File: src/rtl/aes_cbc_ctrl.sv
// aes_cbc_ctrl: CBC chaining controller wrapped around a single-block AES core.
// Define AES_CBC_TIMEOUT_EN to enable the core_done watchdog and sticky err flag.
module aes_cbc_ctrl #(
  parameter int BLK_W          = 128,
  parameter int KEY_W          = 256,
  parameter int CNT_W          = 16,
  parameter int TIMEOUT_CYCLES = 64
) (
  input  logic             clk,
  input  logic             reset,
  input  logic             cfg_valid,
  input  logic             cfg_enc_dec,
  input  logic [1:0]       cfg_mode,
  input  logic [KEY_W-1:0] cfg_key,
  input  logic [BLK_W-1:0] cfg_iv,
  input  logic             in_valid,
  output logic             in_ready,
  input  logic [BLK_W-1:0] in_data,
  input  logic             in_last,
  output logic             out_valid,
  input  logic             out_ready,
  output logic [BLK_W-1:0] out_data,
  output logic             out_last,
  output logic             core_start,
  output logic             core_enc_dec,
  output logic [1:0]       core_mode,
  output logic [KEY_W-1:0] core_key,
  output logic [BLK_W-1:0] core_data_in,
  input  logic [BLK_W-1:0] core_data_out,
  input  logic             core_done,
  output logic             busy,
  output logic [CNT_W-1:0] blk_cnt,
  output logic             err
);

  typedef enum logic [2:0] {
    IDLE  = 3'd0,
    LOAD  = 3'd1,
    START = 3'd2,
    WAIT  = 3'd3,
    OUT   = 3'd4
  } state_e;

  state_e             state_q, state_d;
  logic               core_enc_dec_q, core_enc_dec_d;
  logic [1:0]         core_mode_q, core_mode_d;
  logic [KEY_W-1:0]   core_key_q, core_key_d;
  logic [BLK_W-1:0]   core_data_in_q, core_data_in_d;
  logic [BLK_W-1:0]   chain_q, chain_d;
  logic [BLK_W-1:0]   save_q, save_d;
  logic               last_q, last_d;
  logic [BLK_W-1:0]   out_data_q, out_data_d;
  logic               out_last_q, out_last_d;
  logic [CNT_W-1:0]   blk_cnt_q, blk_cnt_d;

`ifdef AES_CBC_TIMEOUT_EN
  localparam int TMO_W = $clog2(TIMEOUT_CYCLES + 1);
  logic [TMO_W-1:0]   tmo_q, tmo_d;
  logic               err_q, err_d;
`endif

  always_comb begin
    state_d        = state_q;
    core_enc_dec_d = core_enc_dec_q;
    core_mode_d    = core_mode_q;
    core_key_d     = core_key_q;
    core_data_in_d = core_data_in_q;
    chain_d        = chain_q;
    save_d         = save_q;
    last_d         = last_q;
    out_data_d     = out_data_q;
    out_last_d     = out_last_q;
    blk_cnt_d      = blk_cnt_q;
`ifdef AES_CBC_TIMEOUT_EN
    tmo_d          = tmo_q;
    err_d          = err_q;
`endif

    case (state_q)
      IDLE: begin
        if (cfg_valid) begin
          core_enc_dec_d = cfg_enc_dec;
          core_mode_d    = cfg_mode;
          core_key_d     = cfg_key;
          chain_d        = cfg_iv;
          blk_cnt_d      = '0;
`ifdef AES_CBC_TIMEOUT_EN
          err_d          = 1'b0;
`endif
          state_d        = LOAD;
        end
      end

      // Encipher folds the chain in before the core; decipher folds it in after.
      LOAD: begin
        if (in_valid) begin
          last_d         = in_last;
          save_d         = in_data;
          core_data_in_d = core_enc_dec_q ? in_data : (in_data ^ chain_q);
          state_d        = START;
        end
      end

      START: begin
`ifdef AES_CBC_TIMEOUT_EN
        tmo_d   = '0;
`endif
        state_d = WAIT;
      end

      WAIT: begin
        if (core_done) begin
          if (core_enc_dec_q) begin
            out_data_d = core_data_out ^ chain_q;
            chain_d    = save_q;
          end else begin
            out_data_d = core_data_out;
            chain_d    = core_data_out;
          end
          out_last_d = last_q;
          blk_cnt_d  = blk_cnt_q + CNT_W'(1);
          state_d    = OUT;
        end
`ifdef AES_CBC_TIMEOUT_EN
        else if (tmo_q == TMO_W'(TIMEOUT_CYCLES - 1)) begin
          err_d   = 1'b1;
          state_d = IDLE;
        end else begin
          tmo_d = tmo_q + TMO_W'(1);
        end
`endif
      end

      OUT: begin
        if (out_ready) begin
          state_d = last_q ? IDLE : LOAD;
        end
      end

      default: state_d = IDLE;
    endcase
  end

  always_ff @(posedge clk or negedge reset) begin
    if (!reset) begin
      state_q        <= IDLE;
      core_enc_dec_q <= 1'b0;
      core_mode_q    <= 2'b00;
      core_key_q     <= '0;
      core_data_in_q <= '0;
      chain_q        <= '0;
      save_q         <= '0;
      last_q         <= 1'b0;
      out_data_q     <= '0;
      out_last_q     <= 1'b0;
      blk_cnt_q      <= '0;
    end else begin
      state_q        <= state_d;
      core_enc_dec_q <= core_enc_dec_d;
      core_mode_q    <= core_mode_d;
      core_key_q     <= core_key_d;
      core_data_in_q <= core_data_in_d;
      chain_q        <= chain_d;
      save_q         <= save_d;
      last_q         <= last_d;
      out_data_q     <= out_data_d;
      out_last_q     <= out_last_d;
      blk_cnt_q      <= blk_cnt_d;
    end
  end

`ifdef AES_CBC_TIMEOUT_EN
  always_ff @(posedge clk or negedge reset) begin
    if (!reset) begin
      tmo_q <= '0;
      err_q <= 1'b0;
    end else begin
      tmo_q <= tmo_d;
      err_q <= err_d;
    end
  end

  assign err = err_q;
`else
  assign err = 1'b0;
`endif

  // Handshake and strobe outputs decode straight from the state register.
  assign in_ready     = (state_q == LOAD);
  assign core_start   = (state_q == START);
  assign out_valid    = (state_q == OUT);
  assign busy         = (state_q != IDLE);
  assign out_data     = out_data_q;
  assign out_last     = out_last_q;
  assign core_enc_dec = core_enc_dec_q;
  assign core_mode    = core_mode_q;
  assign core_key     = core_key_q;
  assign core_data_in = core_data_in_q;
  assign blk_cnt      = blk_cnt_q;

endmodule

File: config.mk
export PLATFORM = sky130hd
export DESIGN_NAME = aes_cbc_ctrl
export DESIGN_NICKNAME = d
export VERILOG_FILES = /design/src/rtl/aes_cbc_ctrl.sv
export SDC_FILE = /design/constraint.sdc
export NUM_CORES = 2
export LEC_CHECK = 0
export BUFFER_PORTS_ARGS = -buffer_cell sky130_fd_sc_hd__buf_4
export CAP_MARGIN = 20
export CORE_AREA = 10 10 459 461
export DETAILED_ROUTE_END_ITERATION = 12
export DIE_AREA = 0 0 469 471
export SYNTH_ARGS = -nofsm -noshare
export SYNTH_HDL_FRONTEND = slang
export SYNTH_SLANG_ARGS = --single-unit
File: constraint.sdc
create_clock -name clk -period 1.95 [get_ports clk]
set_input_delay 0.0975 -clock clk [delete_from_list [all_inputs] [get_ports clk]]
set_output_delay 0.0975 -clock clk [all_outputs]
set_load 0.01 [all_outputs]
==> flow_summary.yaml <==
outcome:
  run_status: "finished, violations left"
  violations: "negative setup slack"
clock_network:
  cts_made_buffers: 98
  ctsLongestPathBuffers: 3
  clk_latency_ns: 0.75
  htreeDepth: 3
  cts_tree: "built"
  root_buffer: "clkbuf_16"
  clock_sinks: 792
  clkTransAtPathRegs_ns: 0.06
sta:
  tns_ns: -0.649
  fmax_mhz: 472
  hold_viol_final: 0
  finClkSkew_ns: 0.0304
  period_minus_slack_ns: 2.12
  setup_viol: 9
  relSlewSlack_pct: 64.7
  rsz0062_at_grt: "true"
  layout_setup_ws_ns: -0.170
  fin_crit_sh_pct: 109
  worstMarginPinSlew_ns: 0.530
  slew_violations: 0
global_route:
  grt_first_pass_wirelength_mm: 283
  grt.overflow.total: 0
  grt_usage_pct: 18.0
  antenna_found_initial: 67
  grt_pass1_vias: 35400
  grt_max_degree: 145
final_layout:
  utilization_pct: 29.5
  ff_latch_area_mm2: 0.0198
  drive_gt1_share_pct: 30.9
  filler_cell_count: 20900
  multi_input_area_mm2: 0.0146
  area_growth_pct: 69.9
  nets: 6246
synth:
  ys_warn_count: 0
  ys_types: 39
  async_flop_share_pct: 100
  synth.avg_cell_area_um2: 9.47
  syn_area_mm2: 0.0350
  synthTopCellsByArea: "dfrtp_1, nand2_1, mux2_2"
  synth_most_common_cell: "nand2_1"
  ys.flop_type: "dfrtp_1"
  synth_top_cell_by_area: "dfrtp_1"
  ys_ff_latch: 792
  syn_nets: 4343
  synth-edff-count: 0
  netlist_top_cells_count: "nand2_1, dfrtp_1, nor2_1"
  synth-seq-area-share_pct: 56.7
  syn_inst: 3692
  synth_top_area_share_pct: 56.7
critical_path:
  path_max_fanout: 4
  cp-end-kind: "flop"
  crit_path_start_kind: "flop"
  crit_arrival_ns: 2.77
  path_cells: "or4b_4, a211o_4, or4_1, a21oi_2"
  cpMaxStageDelayCell: "or4b_4"
  crit_type: "flop to flop"
  max_stage_delay_ns: 0.54
  required_ns: 2.60
routing:
  viasPerCell: 4.07
  drc: 0
  wl_per_cell_um: 25.4
  ant_nets: 0
  via_count: 34100
  drtPass1Iterations: 8
  routed_wl_mm: 213
  drt_iter0_drc: 2473
floorplanning:
  rows: 165
  start_util_pct: 17.4
  die_x_um: 469
  core_mm2: 0.201
  die_area_mm2: 0.221
  die_height_um: 471
  ioPinCount: 1187
flow_run:
  cap_violations: 0
placed_design:
  gp_congestion: 0.956
  dp_slack_ns: -0.269
  portBuffers: 1185
  hpwl_mm: 169
worst_hold_path:
  hp-class: "primary input to flop"
pwr:
  ir_worst_vdd_v: 0.000860
  p_leak_uw: 0.0276
  p_per_area_mw_per_mm2: 1570
==> stage by stage <==
| step | hold slack (ns) | power, uW | std cells | cell area, um2 |
|---|---|---|---|---|
| final | 0.102 | 93100 | 8379 | 59400 |
| after global routing | 0.0615 | 99100 | 8372 | 59400 |
| after CTS | 0.000206 | 92900 | 8325 | 58700 |
| after detailed placement | 0.102 | 70400 | 7474 | 48200 |
| after global placement | 0.109 | 69600 | 7474 | 48200 |
| after floorplan | -0.198 | 47100 | 3692 | 35000 |
==> timing repair <==
action                                   CTS  global route
gates resized for setup                   75            58
endpoints found under the setup margin   136           349
endpoints found under the hold margin   1460             0
hold buffers                             671             0
setup buffers                              1            10
gates cloned                               0            12
pin swaps                                 62            14
==> registers in the layout, indices dropped and copies added (netlist names) <==
signal / count
out_last: 1
core_mode: 2
state_q: 3
save_q: 128
chain_q: 128
core_enc_dec: 1
out_data: 128
last_q: 1
core_data_in: 128
blk_cnt: 16
core_key: 256
==> placed cells by master, fill, tap and decap left out, types with 3 or more instances in the layout <==
cell type      instances
a21oi_1              259
buf_12                57
buf_16                 7
buf_4               1280
buf_6                 14
bufinv_16             15
clkbuf_1              20
clkbuf_16            109
clkbuf_8              22
clkinv_2               7
clkinvlp_4             4
dfrtp_1              791
diode_2               32
dlygate4sd3_1        670
inv_6                  7
mux2_2               129
mux2i_1              130
nand2_1             1112
nand2_2               64
nand2_4                8
nand2b_4               3
nand3_1                4
nand4_1                5
nor2_1               261
nor2_4                 3
nor2b_1              128
o21ai_0              256
or4_1                  3
xnor2_1              132
xor2_1               130
==> per-layer routing <==
layer / up-vias / track usage (%) / routed length [um]
li1: 15800 / - / -
met1: 16600 / 21.0 / 84600
met2: 1487 / 28.8 / 96700
met3: 293 / 8.09 / 23900
met4: 14 / 6.59 / 7290
met5: - / 0 / 93
==> worst paths after layout <==
path / startpoint / to / slack [ns] / cells after the start
max: state_q[2] / blk_cnt[13] / -0.17 / 4
min: cfg_key[228] / core_key[228] / 0.10 / 4
max reg2reg: state_q[2] / blk_cnt[13] / -0.17 / 4
min reg2reg: core_key[252] / core_key[252] / 0.48 / 2
max in group asynchronous: reset / out_data[92] / 1.15 / 4
min in group asynchronous: reset / chain_q[50] / 0.19 / 3
==> critical path: cells and delay by family, from the launching register on <==
kind | cells | cell delay [ns]
flops | 1 | 0.38
simple gates | 2 | 1.08
compound gates | 2 | 0.57
==> area by class of cell <==
cell class | count | area share [%]
repair buffers | 2039 | 30.4
clock inverters | 38 | 1.09
inverters | 2 | 0.0126
flip-flops and latches | 792 | 33.4
diodes | 32 | 0.135
clock buffers | 142 | 4.85
well taps | 2672 | 5.63
multi-input cells | 2662 | 24.5
==> logic make-up (layout without fill, tap and decap cells) <==
kind of cell / Yosys count / in the layout / share of synthesized area (%)
simple gates: 1608 / 1608 / 18.4
flops: 792 / 792 / 56.7
compound gates: 531 / 531 / 7.70
xor+xnor: 262 / 262 / 6.56
mux: 259 / 259 / 7.88
buf+inv: 238 / 2221 / 2.69
fa+ha+maj: 1 / 1 / 0.0358
other cells: 1 / 33 / 0.0107
==> where the power goes <==
part / leakage (uW) / switching, uW / internal (uW) / total [uW]
Sequential: 0.00964 / 5360 / 24300 / 29600
Combinational: 0.0163 / 24700 / 18600 / 43200
Clock: 0.00172 / 7950 / 12300 / 20200
Total: 0.0276 / 38000 / 55100 / 93100
Power figures use the tool's default switching activity.
